<file path="config.mk">
export PLATFORM = sky130hd
export DESIGN_NAME = ex_div_unit
export DESIGN_NICKNAME = d
export VERILOG_FILES = /design/src/rtl/ex_div_unit.sv
export SDC_FILE = /design/constraint.sdc
export NUM_CORES = 1
export LEC_CHECK = 0
export CORE_MARGIN = 1
export CORE_UTILIZATION = 35
export CTS_CLUSTER_SIZE = 20
export DETAILED_ROUTE_END_ITERATION = 10
export GPL_ROUTABILITY_DRIVEN = 0
export SLEW_MARGIN = 20
export SYNTH_ARGS = -nofsm -noshare
export SYNTH_HDL_FRONTEND = slang
export SYNTH_SLANG_ARGS = --single-unit
</file>
<file path="constraint.sdc">
create_clock -name clk -period 5.36 [get_ports clk]
set_clock_uncertainty 0.15 [all_clocks]
set_input_delay 1.072 -clock clk [delete_from_list [all_inputs] [get_ports clk]]
set_output_delay 1.072 -clock clk [all_outputs]
set_load 0.02 [all_outputs]
</file>
<file path="src/rtl/ex_div_unit.sv">
// ex_div_unit: iterative radix-2 restoring divider producing {remainder, quotient} for DIV/DIVU
// Ports: clk, rst (sync, active-high); start_i request held until ready_o; annul_i abort;
//        signed_div_i 1=DIV 0=DIVU; opdata1_i dividend; opdata2_i divisor;
//        result_o {rem, quo}; ready_o result valid.
// Optional: DIV_EARLY_OUT_EN sends a zero dividend through the short DIVZERO path.
module ex_div_unit #(
    parameter int WIDTH = 32
) (
    input  logic                 clk,
    input  logic                 rst,
    input  logic                 start_i,
    input  logic                 annul_i,
    input  logic                 signed_div_i,
    input  logic [WIDTH-1:0]     opdata1_i,
    input  logic [WIDTH-1:0]     opdata2_i,
    output logic [2*WIDTH-1:0]   result_o,
    output logic                 ready_o
);
    localparam int CW = $clog2(WIDTH) + 1;
`ifdef DIV_EARLY_OUT_EN
    localparam bit EARLY = 1'b1;
`else
    localparam bit EARLY = 1'b0;
`endif
    typedef enum logic [1:0] {IDLE, DIVZERO, BUSY, DONE} state_t;
    state_t state, state_n;
    logic [WIDTH-1:0] rem, quo, dvs, raw, abs1, abs2, rem_n, quo_n, fix_r, fix_q;
    logic [WIDTH:0] sh;
    logic [CW-1:0] cnt;
    logic s1, s2, qneg, rneg, dz, accept, quit, last, no_bor;
    assign s1 = signed_div_i & opdata1_i[WIDTH-1];
    assign s2 = signed_div_i & opdata2_i[WIDTH-1];
    assign abs1 = s1 ? -opdata1_i : opdata1_i;
    assign abs2 = s2 ? -opdata2_i : opdata2_i;
    assign accept = state == IDLE && start_i && !annul_i;
    assign quit = annul_i || !start_i;
    assign last = cnt == CW'(WIDTH - 1);
    // Shifted partial remainder needs one extra bit before the trial subtract.
    assign sh = {rem, quo[WIDTH-1]};
    assign no_bor = sh >= {1'b0, dvs};
    assign rem_n = no_bor ? WIDTH'(sh - {1'b0, dvs}) : sh[WIDTH-1:0];
    assign quo_n = {quo[WIDTH-2:0], no_bor};
    // The last iteration folds the sign fix in so DONE registers the final value.
    assign fix_q = qneg ? -quo_n : quo_n;
    assign fix_r = rneg ? -rem_n : rem_n;
    always_ff @(posedge clk)
        state <= rst ? IDLE : state_n;
    always_comb begin
        state_n = state;
        case (state)
            IDLE:    state_n = !accept ? IDLE :
                               (abs2 == '0 || (EARLY && abs1 == '0)) ? DIVZERO : BUSY;
            DIVZERO: state_n = quit ? IDLE : DONE;
            BUSY:    state_n = quit ? IDLE : last ? DONE : BUSY;
            DONE:    state_n = quit ? IDLE : DONE;
            default: state_n = IDLE;
        endcase
    end
    always_ff @(posedge clk) begin
        if (rst) begin
            rem      <= '0;
            quo      <= '0;
            dvs      <= '0;
            raw      <= '0;
            cnt      <= '0;
            qneg     <= 1'b0;
            rneg     <= 1'b0;
            dz       <= 1'b0;
            result_o <= '0;
            ready_o  <= 1'b0;
        end else begin
            if (accept) begin
                rem  <= '0;
                quo  <= abs1;
                dvs  <= abs2;
                raw  <= opdata1_i;
                cnt  <= '0;
                qneg <= s1 ^ s2;
                rneg <= s1;
                dz   <= abs2 == '0;
            end else if (state == BUSY) begin
                rem <= rem_n;
                quo <= quo_n;
                cnt <= cnt + 1'b1;
            end
            result_o <= state_n != DONE ? '0 :
                        state == DONE ? result_o :
                        state == DIVZERO ? (dz ? {raw, {WIDTH{1'b1}}} : '0) :
                        {fix_r, fix_q};
            ready_o  <= state_n == DONE;
        end
    end
endmodule

</file>
Word level (Yosys, flattened, before mapping)
Cells that the tools add are included.
{"block": "word_totals", "input_bits": 69, "ff_bits": 204, "word_cells": 53, "output_inout_bits": 65}
{"block": "op_classes", "n_eq_ne": 6, "reduce_logical": 11, "addsub": 6, "bitwise_logic": 3, "magnitude_cmp": 1, "muxes": 15}
{"op": "32-bit two-way mux", "count": 7}
{"op": "64-bit two-way mux", "count": 2}
{"op": "32-bit negator", "count": 4}
{"op": "33-bit by 32-bit >= comparator with 1-bit output", "count": 1}
{"op": "32-bit zero test", "count": 1}
{"op": "32-bit subtractor", "count": 1}
{"op": "2-bit two-way mux", "count": 4}
{"op": "6-bit by 1-bit adder with 6-bit output, second input constant", "count": 1}
{"op": "2-bit == test, second input constant", "count": 3}
{"op": "6-bit by 5-bit == test with 1-bit output, second input constant", "count": 1}
{"op": "2-bit one-hot mux with 3 select lines", "count": 1}
{"op": "2-bit OR reduction", "count": 3}
{"op": "1-bit AND", "count": 2}
{"op": "2-bit by 1-bit == test with 1-bit output, second input constant", "count": 1}
{"op": "1-bit logical AND", "count": 2}
{"op": "1-bit zero test", "count": 2}
{"op": "2-bit zero test", "count": 1}
{"op": "2-bit != test, second input constant", "count": 1}
{"op": "2-bit nonzero test", "count": 1}
{"op": "1-bit logical OR", "count": 1}
{"op": "1-bit two-way mux", "count": 1}
{"op": "1-bit bitwise XOR", "count": 1}

Logic depth before layout (Yosys ltp)
Gate-level depths: netlist (run 1).
{"block": "depth", "depth_word": 8, "mapped_depth": 23, "mapped_depth_nobuf": 18}

Least setup slack after synthesis (run 1)
Ideal clock, no wire load.
{"block": "synth_path", "kind": "register -> register", "start": "register rem[0]", "end": "register result_o[58]", "setup_time_ns": 0.133, "required_time_ns": 5.077, "n_path_buf": 4, "path_stages_with_launch": 22, "path_slack_ns": -0.151, "arrival_ns": 5.228, "period_less_slack_ns": 5.511, "path_cell_list": "dfxtp_1 -> ha_1 -> nor2b_1 -> o2111a_1 -> o311ai_2 -> a311oi_1 -> nor3_1 -> buf_2 -> buf_2 -> buf_1 -> buf_1 -> mux2i_1 -> inv_1 -> ha_1 -> nand2_1 -> or4_4 -> nand4bb_1 -> a2bb2oi_1 -> or4_4 -> nor3b_1 -> mux2i_1 -> a31oi_1"}
{"block": "synth_via", "elab_chain_cells": 5, "elab_cells_between_ends": 6, "cone_classes": "2 x add/sub; 1 x order compare; 3 x mux"}
{"item": "start, declared", "line_no": "27", "rtl": "logic [WIDTH-1:0] rem, quo, dvs, raw, abs1, abs2, rem_n, quo_n, fix_r, fix_q;"}
{"item": "start signal, assigned", "line_no": "82", "rtl": "rem <= rem_n;"}
{"item": "32-bit subtractor / 33-bit by 32-bit >= comparator with 1-bit output (equally long branches)", "line_no": "41, 40"}
{"item": "32-bit two-way mux (*)", "line_no": "41", "rtl": "assign rem_n = no_bor ? WIDTH'(sh - {1'b0, dvs}) : sh[WIDTH-1:0];"}
{"item": "32-bit negator", "line_no": "45", "rtl": "assign fix_r = rneg ? -rem_n : rem_n;"}
{"item": "32-bit two-way mux (*)", "line_no": "45"}
{"item": "64-bit two-way mux (*)", "line_no": "88", "rtl": "state == DIVZERO ? (dz ? {raw, {WIDTH{1'b1}}} : '0) :"}
{"item": "end signal, assigned", "line_no": "86", "rtl": "result_o <= state_n != DONE ? '0 :"}
{"item": "end, declared", "line_no": "16", "rtl": "output logic [2*WIDTH-1:0] result_o,"}
Every way passes the cells marked *; elsewhere a longest branch is shown, timed or not.
A chain may end at the register's enable or synchronous reset.

Worst setup path in the final report (run 1)
{"block": "layout_path", "start": "register rem[10]", "end": "register result_o[58]"}
Same word-level chain as after synthesis.

==> impl_metrics.tcl, run 1 <==
set metrics [dict create \
    status "finished clean" \
    drt-total-wl_mm 44.3 \
    wl_per_cell_um 18.9 \
    synth_nets 1867 \
    max_slew_margin_pct 31.4 \
    synth_top_flop_cell "dfxtp_1" \
    synth_warnings 0 \
    grt_max_degree 83 \
    diodes 0 \
    ys_seq_area_share_pct 30.8 \
    coreArea_sq_mm 0.0370 \
    area_growth_pct 19.4 \
    r2r-start "rem[10]$_SDFFE_PP0P_" \
    vias_per_cell 5.64 \
    fin_crit_sh_pct 95.6 \
    cts_tree "yes" \
    synth_fa_ha_area_share_pct 3.64 \
    synth_top_area_cell "dfxtp_1" \
    grt_pass1_vias 12073 \
    fin_util_pct 42.8 \
    synthSimpleGateAreaFrac_pct 22.9 \
    final_nets 1937 \
    placedCellCount 2305 \
    clockBufferDepth 3 \
    synth_cells 1760 \
    track_usage_pct 22.3 \
    dr.pass1.iters 6 \
    remaining_drc_errors 0 \
    regArea_sq_mm 0.00409 \
    startpoint "rem[10]$_SDFFE_PP0P_" \
    critPathLaunchType "flop" \
    synth_area_sq_mm 0.0133 \
    hold_slack_ns 0.312 \
    std_cell_rows 70 \
    synth_area_leaders "dfxtp_1, nand2_1, nor2_1" \
    finalCriticalPeriod_ns 5.13 \
    hpwl_mm 33.4 \
    yosys.area.top_type_share_pct 30.8 \
    initial_core_util_pct 35.9 \
    die-area_sq_mm 0.0386 \
    htreeDepth 1 \
    slew_violations 0 \
    antenna_found_initial 0 \
    power.leakage_nw 5.52 \
    critPathKind "reg2reg" \
    rsz0062_at_grt "no" \
    setup_ws_ns 0.233 \
    syn_avg_cell_area_sq_um 7.53 \
    ir_worst_vdd_uv 210 \
    fin_cells 2348 \
    multiInputGateArea_sq_mm 0.00851 \
    setup_tns_ns 0 \
    critPathMaxFanout 8 \
    ctsHoldBuffers 0 \
    dieWidth_um 197 \
    synth_compound_area_share_pct 24.9 \
    drt-initial-drc-count 1011 \
    synth_async_sr_flop_share_pct 0 \
    min_path_type "reg2reg" \
    cts_root_buf "clkbuf_16" \
    dpl_worst_slack_ns 0.177 \
    io_pins 134 \
    fmax_mhz 195 \
    numCtsBuffers 25 \
    tightest_slew_ns 1.03 \
    route.vias.total 13240 \
    synthMuxAreaShare_pct 3.29 \
    path_clk_slew_ns 0.06 \
    synth_enable_flop_cells 0 \
    fillCellCount 3805 \
    synth_top_family_by_area "compound AO/OA/AOI/OAI gates" \
    setup-violations-final 0 \
    overflow 0 \
    grt_pass1_wl_mm 69.0 \
    ys_types 83 \
    synth-xor-area-share_pct 9.12 \
    synth-seq-cells 204 \
    hold_viol_final 0 \
    cap_violations 0 \
    drive_above_1_share_pct 5.80 \
    dieHeight_um 197 \
    cp.required_ns 5.59 \
    clock_sinks 204 \
    arrival_ns 5.36 \
    clk_latency_ns 0.53 \
    hp-start "raw[23]$_SDFFE_PP0P_" \
    portBuffers 133 \
    p_per_area_mw_per_mm2 296 \
    ant_nets 0 \
    worst_setup_path_end_kind "flop" \
]
==> through the flow <==
stage               cell area (sq um)  power (mW)
floorplan                       13300        2.65
global placement                15000        3.06
detailed placement              15000        3.07
CTS                             15800        4.69
global route                    15800        4.90
finish                          15800        4.68
==> layout by cell type (no fill, tap or decap), types with 13 or more instances in the layout <==
master / instances
xor2_1: 54
a311oi_1: 29
dfxtp_1: 202
o31ai_1: 26
mux2i_1: 38
inv_1: 57
xnor2_1: 84
nand4_1: 17
a21oi_1: 127
nand2b_1: 16
nor2_1: 215
and2_1: 18
buf_4: 35
a211oi_1: 82
or3_1: 15
nor4_1: 20
clkdlybuf4s50_1: 132
nor3_1: 34
ha_1: 36
nand2_1: 236
a221oi_1: 20
clkbuf_16: 25
nand3_1: 33
o211ai_1: 13
o21ai_0: 77
==> power breakdown <==
part	switching [mW]	leakage (nW)	internal, mW
Sequential	0.0619	1.66	1.57
Combinational	0.890	3.47	0.542
Clock	0.669	0.381	0.946
==> layout make-up <==
class	instances	area share, %
Inverter	58	1.38
Sequential cell	204	25.8
Multi-Input combinational cell	1372	53.8
Clock inverter	4	0.174
Clock buffer	37	4.68
Tap cell	504	3.99
Timing Repair Buffer	169	10.2
==> Yosys cell counts, types with 37 or more instances <==
cell / instances
a211oi_1: 82
a21oi_1: 127
clkbuf_1: 102
dfxtp_1: 204
ha_1: 37
inv_1: 57
mux2i_1: 38
nand2_1: 236
nor2_1: 215
nor3_1: 37
o21ai_0: 77
xnor2_1: 84
xor2_1: 54
==> what timing repair did <==
item	4_1_cts	5_1_grt
endpoints found under the setup margin	0	3
buffers inserted	0	2
resized for setup	0	2
==> critical path, stage by stage (launching register included) <==
cell       delay, ns
dfxtp_1         0.37
ha_1            0.45
and4_4          0.28
nor3b_4         0.27
o311ai_2        0.25
a311oi_2        0.37
nor3_2          0.08
buf_4           0.16
mux2i_1         0.21
ha_1            0.22
nand2_1         0.09
or4_4           0.51
nand4bb_1       0.24
a2bb2oi_1       0.21
or4_4           0.49
nor3b_1         0.28
mux2i_1         0.23
a31oi_1         0.10
==> state kept, by name, summed over array words and instances, names as in the netlist, 2 cells and up <==
register and count:
rem 32, raw 32, dvs 32, result_o 64, state 2, quo 32
cnt 6
==> cells by family (layout without fill, tap and decap cells) <==
logic type               Yosys count  count (layout)
buffers and inverters            184             268
flip-flops                       204             204
adder cells (fa/ha/maj)           38              38
XOR/XNOR                         138             138
AO/OA/AOI/OAI                    490             490
AND/OR/NAND/NOR                  663             663
multiplexers                      43              43
==> final timing paths <==
path | depth (start not counted) | slack (ns) | to
min | 2 | 0.31 | raw[23]$_SDFFE_PP0P_
min reg2reg | 2 | 0.31 | raw[23]$_SDFFE_PP0P_
max reg2reg | 17 | 0.23 | result_o[58]$_SDFFE_PP0P_
max | 17 | 0.23 | result_o[58]$_SDFFE_PP0P_
==> layer usage <==
metal	track usage, %	vias to the layer above	wire, um
met5	0	-	0
met4	6.69	0	1270
met3	2.89	69	3030
met2	35.0	464	19400
met1	31.8	6226	20600
li1	-	6481	-
No activity file was read; power rests on OpenSTA's default activity.
==> run 2: changes to the inputs <==
--- a/config.mk
+++ b/config.mk
@@ -5,11 +5,14 @@
 export SDC_FILE = /design/constraint.sdc
 export NUM_CORES = 1
 export LEC_CHECK = 0
+export CELL_PAD_IN_SITES_DETAIL_PLACEMENT = 1
+export CELL_PAD_IN_SITES_GLOBAL_PLACEMENT = 1
 export CORE_MARGIN = 1
 export CORE_UTILIZATION = 35
 export CTS_CLUSTER_SIZE = 20
 export DETAILED_ROUTE_END_ITERATION = 10
 export GPL_ROUTABILITY_DRIVEN = 0
+export PLACE_DENSITY_LB_ADDON = 0.1
 export SLEW_MARGIN = 20
 export SYNTH_ARGS = -nofsm -noshare
 export SYNTH_HDL_FRONTEND = slang
==> run 2 against run 1 <==
  * Largest cell class unchanged
  * Critical path type unchanged
  * Clock power increased by 7%
  * Non-clock buffer count rose by 6
  * Largest power group is now clock
  * Sequential share of layout area down 0.19 points
  * Fmax is 1.8% lower
  * First-iteration DRC count is 4.0% lower
  * Routed wire length grew 15%
  * Global-route usage increased by 3.7 points
  * Final cell count increased by 0.30%
  * Critical path depth stayed put
  * Utilization grew 0.31 points
==> impl_metrics.tcl, run 2 (synthesis gave the netlist of run 1 again) <==
set metrics [dict create \
    arrival_ns 5.50 \
    largest_reg_flops 64 \
    slew_violations 0 \
    antenna_found_initial 0 \
    dieWidth_um 197 \
    drt-total-wl_mm 50.7 \
    crit_buf_inv 1 \
    area_growth_pct 20.2 \
    route.vias.total 13449 \
    layout_common_cells "nand2_1, nor2_1, dfxtp_1" \
    htreeDepth 1 \
    rr_endpoint "result_o[58]$_SDFFE_PP0P_" \
    track_usage_pct 26.0 \
    tightest_slew_ns 1.00 \
    fmax_mhz 191 \
    slowest_delay_ns 0.51 \
    final_nets 1944 \
    grt_pass1_wl_mm 78.4 \
    hold_slack_ns 0.305 \
    worst_setup_path_end_kind "flop" \
    critical_path_depth 17 \
    critPathKind "reg2reg" \
    fin_cells 2355 \
    cts_tree "yes" \
    r2r_cells 17 \
    numCtsBuffers 26 \
    critPathMaxFanout 8 \
    clockBufferDepth 3 \
    min_path_type "reg2reg" \
    clock_sinks 204 \
    fin_util_pct 43.1 \
    reg2reg_slack_ns 0.14 \
    io_pins 134 \
    ir_worst_vdd_uv 224 \
    gr-usage-met2_pct 39.5 \
    coreArea_sq_mm 0.0370 \
    max_slew_margin_pct 33.0 \
    crit_end "result_o[58]$_SDFFE_PP0P_" \
    hpwl_mm 38.7 \
    wl_per_cell_um 21.5 \
    use_met3_pct 4.14 \
    drive_above_1_share_pct 6.32 \
    setup-violations-final 0 \
    std_cell_rows 70 \
    stdcell_area_sq_mm 0.0159 \
    cap_violations 0 \
    slowest_stage "or4_4" \
    remaining_drc_errors 0 \
    power.leakage_nw 5.57 \
    drt-initial-drc-count 971 \
    regMostFlops "result_o" \
    clk_latency_ns 0.57 \
    grt_max_degree 64 \
    r2r-start "rem[10]$_SDFFE_PP0P_" \
    dr.pass1.iters 7 \
    ant_nets 0 \
    layout_commonest_cell "nand2_1" \
    vias_per_cell 5.71 \
    hold_viol_final 0 \
    fillCellCount 4545 \
    whs_path_depth 2 \
    top_usage_layer "met2" \
    dieHeight_um 197 \
    placedCellCount 2312 \
    initial_core_util_pct 35.9 \
    critPathLaunchType "flop" \
    status "finished clean" \
    die-area_sq_mm 0.0386 \
    path_cells "ha_2 > and4_4 > nor3b_4 > o311ai_4 > a311oi_2 > nor3_2 > buf_4 > mux2i_1 > ha_1 > nand2_1 > or4_4 > nand4bb_1 > a2bb2oi_1 > or4_4 > nor3b_1 > mux2i_1 > a31oi_1" \
    cts_root_buf "clkbuf_16" \
    placed_area_sq_mm 0.0151 \
    path_clk_slew_ns 0.06 \
    p_per_area_mw_per_mm2 304 \
    portBuffers 133 \
    cp.required_ns 5.63 \
    finalCriticalPeriod_ns 5.22 \
    overflow 0 \
    fin_crit_sh_pct 97.4 \
    startpoint "rem[10]$_SDFFE_PP0P_" \
    crit_family "simple AND/OR/NAND/NOR gates" \
    diodes 0 \
    grt_pass1_vias 13336 \
    use_met1_pct 38.0 \
]
## run 2: cell count changes in the layout (fill, tap and decap cells not counted), moves of 2 or more
cell	previous run	this run
ha_2	1	3
ha_1	36	34
buf_4	35	42
clkbuf_8	7	5
clkinv_2	2	4
## run 2: per-stage QoR
stage / worst slack (ns) / TNS, ns / power, mW
2_1_floorplan: 0.0831 / 0 / 2.65
3_3_place_gp: 0.259 / 0 / 3.11
3_5_place_dp: 0.0231 / 0 / 3.14
4_1_cts: 0.0107 / 0 / 4.87
5_1_grt: -0.00591 / -0.00591 / 5.08
6_report: 0.138 / 0 / 4.85
## run 2: what timing repair did
item,in CTS,in global routing
hold buffers,0,0
gates resized for setup,0,5
endpoints found under the setup margin,0,5
buffers inserted,0,1
## run 2: worst min-delay path by stage
stage,start,end,slack [ns]
2_1_floorplan,dvs[31]$_SDFFE_PP0P_,dvs[31]$_SDFFE_PP0P_,0.28
3_3_place_gp,raw[2]$_SDFFE_PP0P_,raw[2]$_SDFFE_PP0P_,0.29
3_5_place_dp,raw[13]$_SDFFE_PP0P_,raw[13]$_SDFFE_PP0P_,0.30
4_1_cts,raw[13]$_SDFFE_PP0P_,raw[13]$_SDFFE_PP0P_,0.31
5_1_grt,raw[19]$_SDFFE_PP0P_,raw[19]$_SDFFE_PP0P_,0.33
6_report,raw[13]$_SDFFE_PP0P_,raw[13]$_SDFFE_PP0P_,0.31
## run 2: routing by layer
layer	routed length [um]	share of wire (%)
met3	2560	5.0
met2	21800	43
met1	25200	50
met5	0	0
met4	1130	2.2
## run 2: final cells by class
type	count	area, sq um	area share (%)
clock buffer	36	738	4.63
clock inverter	6	80.1	0.503
inverter	58	218	1.37
multi-input combinational	1372	8520	53.5
sequential	204	4090	25.6
tap	504	631	3.96
timing repair buffer	175	1660	10.4
## run 2: report_power, final
part / internal (mW) / switching, mW / leakage, nW
combinational: 0.552 / 0.938 / 3.50
sequential: 1.57 / 0.0630 / 1.66
clock: 1.00 / 0.722 / 0.403
total: 3.13 / 1.72 / 5.57
## run 2: tightest hold or removal path, stage by stage (launching register included)
cell,delay (ns)
dfxtp_1,0.31
nand2_1,0.05
a21oi_1,0.05
==> run 3: changes to the inputs <==
--- a/config.mk
+++ b/config.mk
@@ -7,13 +7,13 @@
 export LEC_CHECK = 0
 export CELL_PAD_IN_SITES_DETAIL_PLACEMENT = 1
 export CELL_PAD_IN_SITES_GLOBAL_PLACEMENT = 1
+export CORE_ASPECT_RATIO = 1.25
 export CORE_MARGIN = 1
 export CORE_UTILIZATION = 35
 export CTS_CLUSTER_SIZE = 20
 export DETAILED_ROUTE_END_ITERATION = 10
 export GPL_ROUTABILITY_DRIVEN = 0
 export PLACE_DENSITY_LB_ADDON = 0.1
-export SLEW_MARGIN = 20
 export SYNTH_ARGS = -nofsm -noshare
 export SYNTH_HDL_FRONTEND = slang
 export SYNTH_SLANG_ARGS = --single-unit
==> constraint.sdc (replaced) <==
create_clock -name clk -period 4.9 [get_ports clk]
set_clock_uncertainty 0.15 [all_clocks]
set_input_delay 0.98 -clock clk [delete_from_list [all_inputs] [get_ports clk]]
set_output_delay 0.98 -clock clk [all_outputs]
set_load 0.02 [all_outputs]
==> run 3 against run 2 <==
  * Non-clock buffer count increased by 68
  * Largest cell class unchanged
  * Sequential share of layout area shrank 0.87 points
  * Sequential power grew 9%
  * Fmax up 9.9%
  * Largest power group unchanged
  * Combinational power grew 17%
==> impl_metrics.tcl, run 3 (synthesis gave the netlist of run 1 again) <==
set metrics [dict create \
    path_cells "inv_1 > ha_1 > nor2b_1 > o2111a_2 > o311ai_4 > a311oi_2 > nor3_2 > buf_4 > mux2i_4 > ha_2 > nand2_1 > or4_4 > nand4bb_4 > a2bb2oi_2 > or4_4 > o31ai_4 > xnor2_1 > a211oi_2" \
    cts_tree "yes" \
    htreeDepth 1 \
    rsz0062_at_grt "no" \
    antenna_found_initial 0 \
    layout_common_cells "nand2_1, nor2_1, dfxtp_1" \
    vias_per_cell 5.63 \
    dpl_worst_slack_ns 0.0405 \
    regArea_sq_mm 0.00410 \
    dieHeight_um 220 \
    coreArea_sq_mm 0.0373 \
    layout_commonest_cell "nand2_1" \
    path_clk_slew_ns 0.06 \
    critical_path_depth 18 \
    crit_buf_inv 2 \
    hold_viol_final 0 \
    multiInputGateArea_sq_mm 0.00868 \
    clockBufferDepth 3 \
    cap_violations 0 \
    dr.pass1.iters 5 \
    overflow 0 \
    remaining_drc_errors 0 \
    ant_nets 0 \
    stdcell_area_sq_mm 0.0165 \
    portBuffers 133 \
    hpwl_mm 40.0 \
    arrival_ns 5.06 \
    wl_per_cell_um 21.5 \
    p_total_mw 5.35 \
    slew_violations 0 \
    grt_pass1_wl_mm 80.3 \
    setup_ws_ns 0.147 \
    power.leakage_nw 5.89 \
    slowest_delay_ns 0.54 \
    critPathLaunchType "flop" \
    setup_tns_ns 0 \
    numCtsBuffers 24 \
    fmax_mhz 210 \
    ctsHoldBuffers 0 \
    p_per_area_mw_per_mm2 323 \
    cts_root_buf "clkbuf_16" \
    clk_latency_ns 0.54 \
    crit_path_frequent_cell "or4_4" \
    ir_worst_vdd_uv 210 \
    fin_crit_sh_pct 97.0 \
    largest_reg_flops 64 \
    critPathKind "reg2reg" \
    drt-initial-drc-count 654 \
    route.vias.total 13536 \
    slowest_stage "or4_4" \
    area_growth_pct 24.7 \
    r2r_cells 18 \
    regMostFlops "result_o" \
    fillCellCount 4562 \
    grt_pass1_vias 14031 \
    placedCellCount 2359 \
    fin_cells 2404 \
    diodes 0 \
    final_nets 2010 \
    initial_core_util_pct 35.6 \
    tightest_slew_ns 1.09 \
    max_slew_margin_pct 27.6 \
    track_usage_pct 26.7 \
    crit_family "simple AND/OR/NAND/NOR gates" \
    critPathMaxFanout 5 \
    fin_util_pct 44.4 \
    cp.required_ns 5.21 \
    placed_area_sq_mm 0.0156 \
    hold_slack_ns 0.309 \
    whs_path_depth 2 \
    status "finished clean" \
    drive_above_1_share_pct 10.8 \
    setup-violations-final 0 \
    drt-total-wl_mm 51.8 \
    die-area_sq_mm 0.0387 \
    worst_setup_path_end_kind "flop" \
    std_cell_rows 79 \
    io_pins 134 \
    min_path_type "reg2reg" \
    finalCriticalPeriod_ns 4.75 \
    clock_sinks 204 \
    dieWidth_um 176 \
    grt_max_degree 102 \
]
run 3: cell count changes in the layout (fill, tap and decap cells not counted), moves of 2 or more:
| cell | before | now |
|---|---|---|
| buf_4 | 42 | 110 |
| dfxtp_2 | 2 | 9 |
| ha_4 | 0 | 7 |
| ha_1 | 34 | 29 |
| dfxtp_1 | 202 | 195 |
| clkbuf_8 | 5 | 2 |
| ha_2 | 3 | 1 |
run 3: repair_timing:
action / CTS / global route
setup buffers: 0 / 4
endpoints found under the setup margin: 1 / 4
cloned: 0 / 0
resized for setup: 0 / 26
pin swaps: 1 / 10
run 3: area by class of cell:
cell class | instances | share of cell area (%)
Clock buffer | 33 | 4.09
Clock inverter | 8 | 0.560
Inverter | 58 | 1.32
Multi-Input combinational cell | 1372 | 52.5
Sequential cell | 204 | 24.8
Tap cell | 486 | 3.68
Timing Repair Buffer | 243 | 13.1
run 3: final timing paths:
path	startpoint	endpoint	slack (ns)
worst max-delay path	dvs[1]$_SDFFE_PP0P_	result_o[60]$_SDFFE_PP0P_	0.15
worst min-delay path	raw[11]$_SDFFE_PP0P_	raw[11]$_SDFFE_PP0P_	0.31
worst max register to register	dvs[1]$_SDFFE_PP0P_	result_o[60]$_SDFFE_PP0P_	0.15
worst min register to register	raw[11]$_SDFFE_PP0P_	raw[11]$_SDFFE_PP0P_	0.31
run 3: tightest hold or removal path: stages, from the launching register on:
cell	delay, ns
dfxtp_1	0.31
nand2_1	0.05
a21oi_1	0.05
run 3: where the power goes:
part | switching (mW) | total, mW | internal (mW)
sequential | 0.0727 | 1.79 | 1.72
clock | 0.750 | 1.81 | 1.06
combinational | 1.03 | 1.74 | 0.706
run 3: metal layers:
metal	GRT usage (%)	vias up	share of wire, %
met5	0	-	0
met4	12.7	0	4.9
met3	2.50	90	2.7
met2	51.4	240	53
met1	29.0	6602	39
li1	-	6604	-
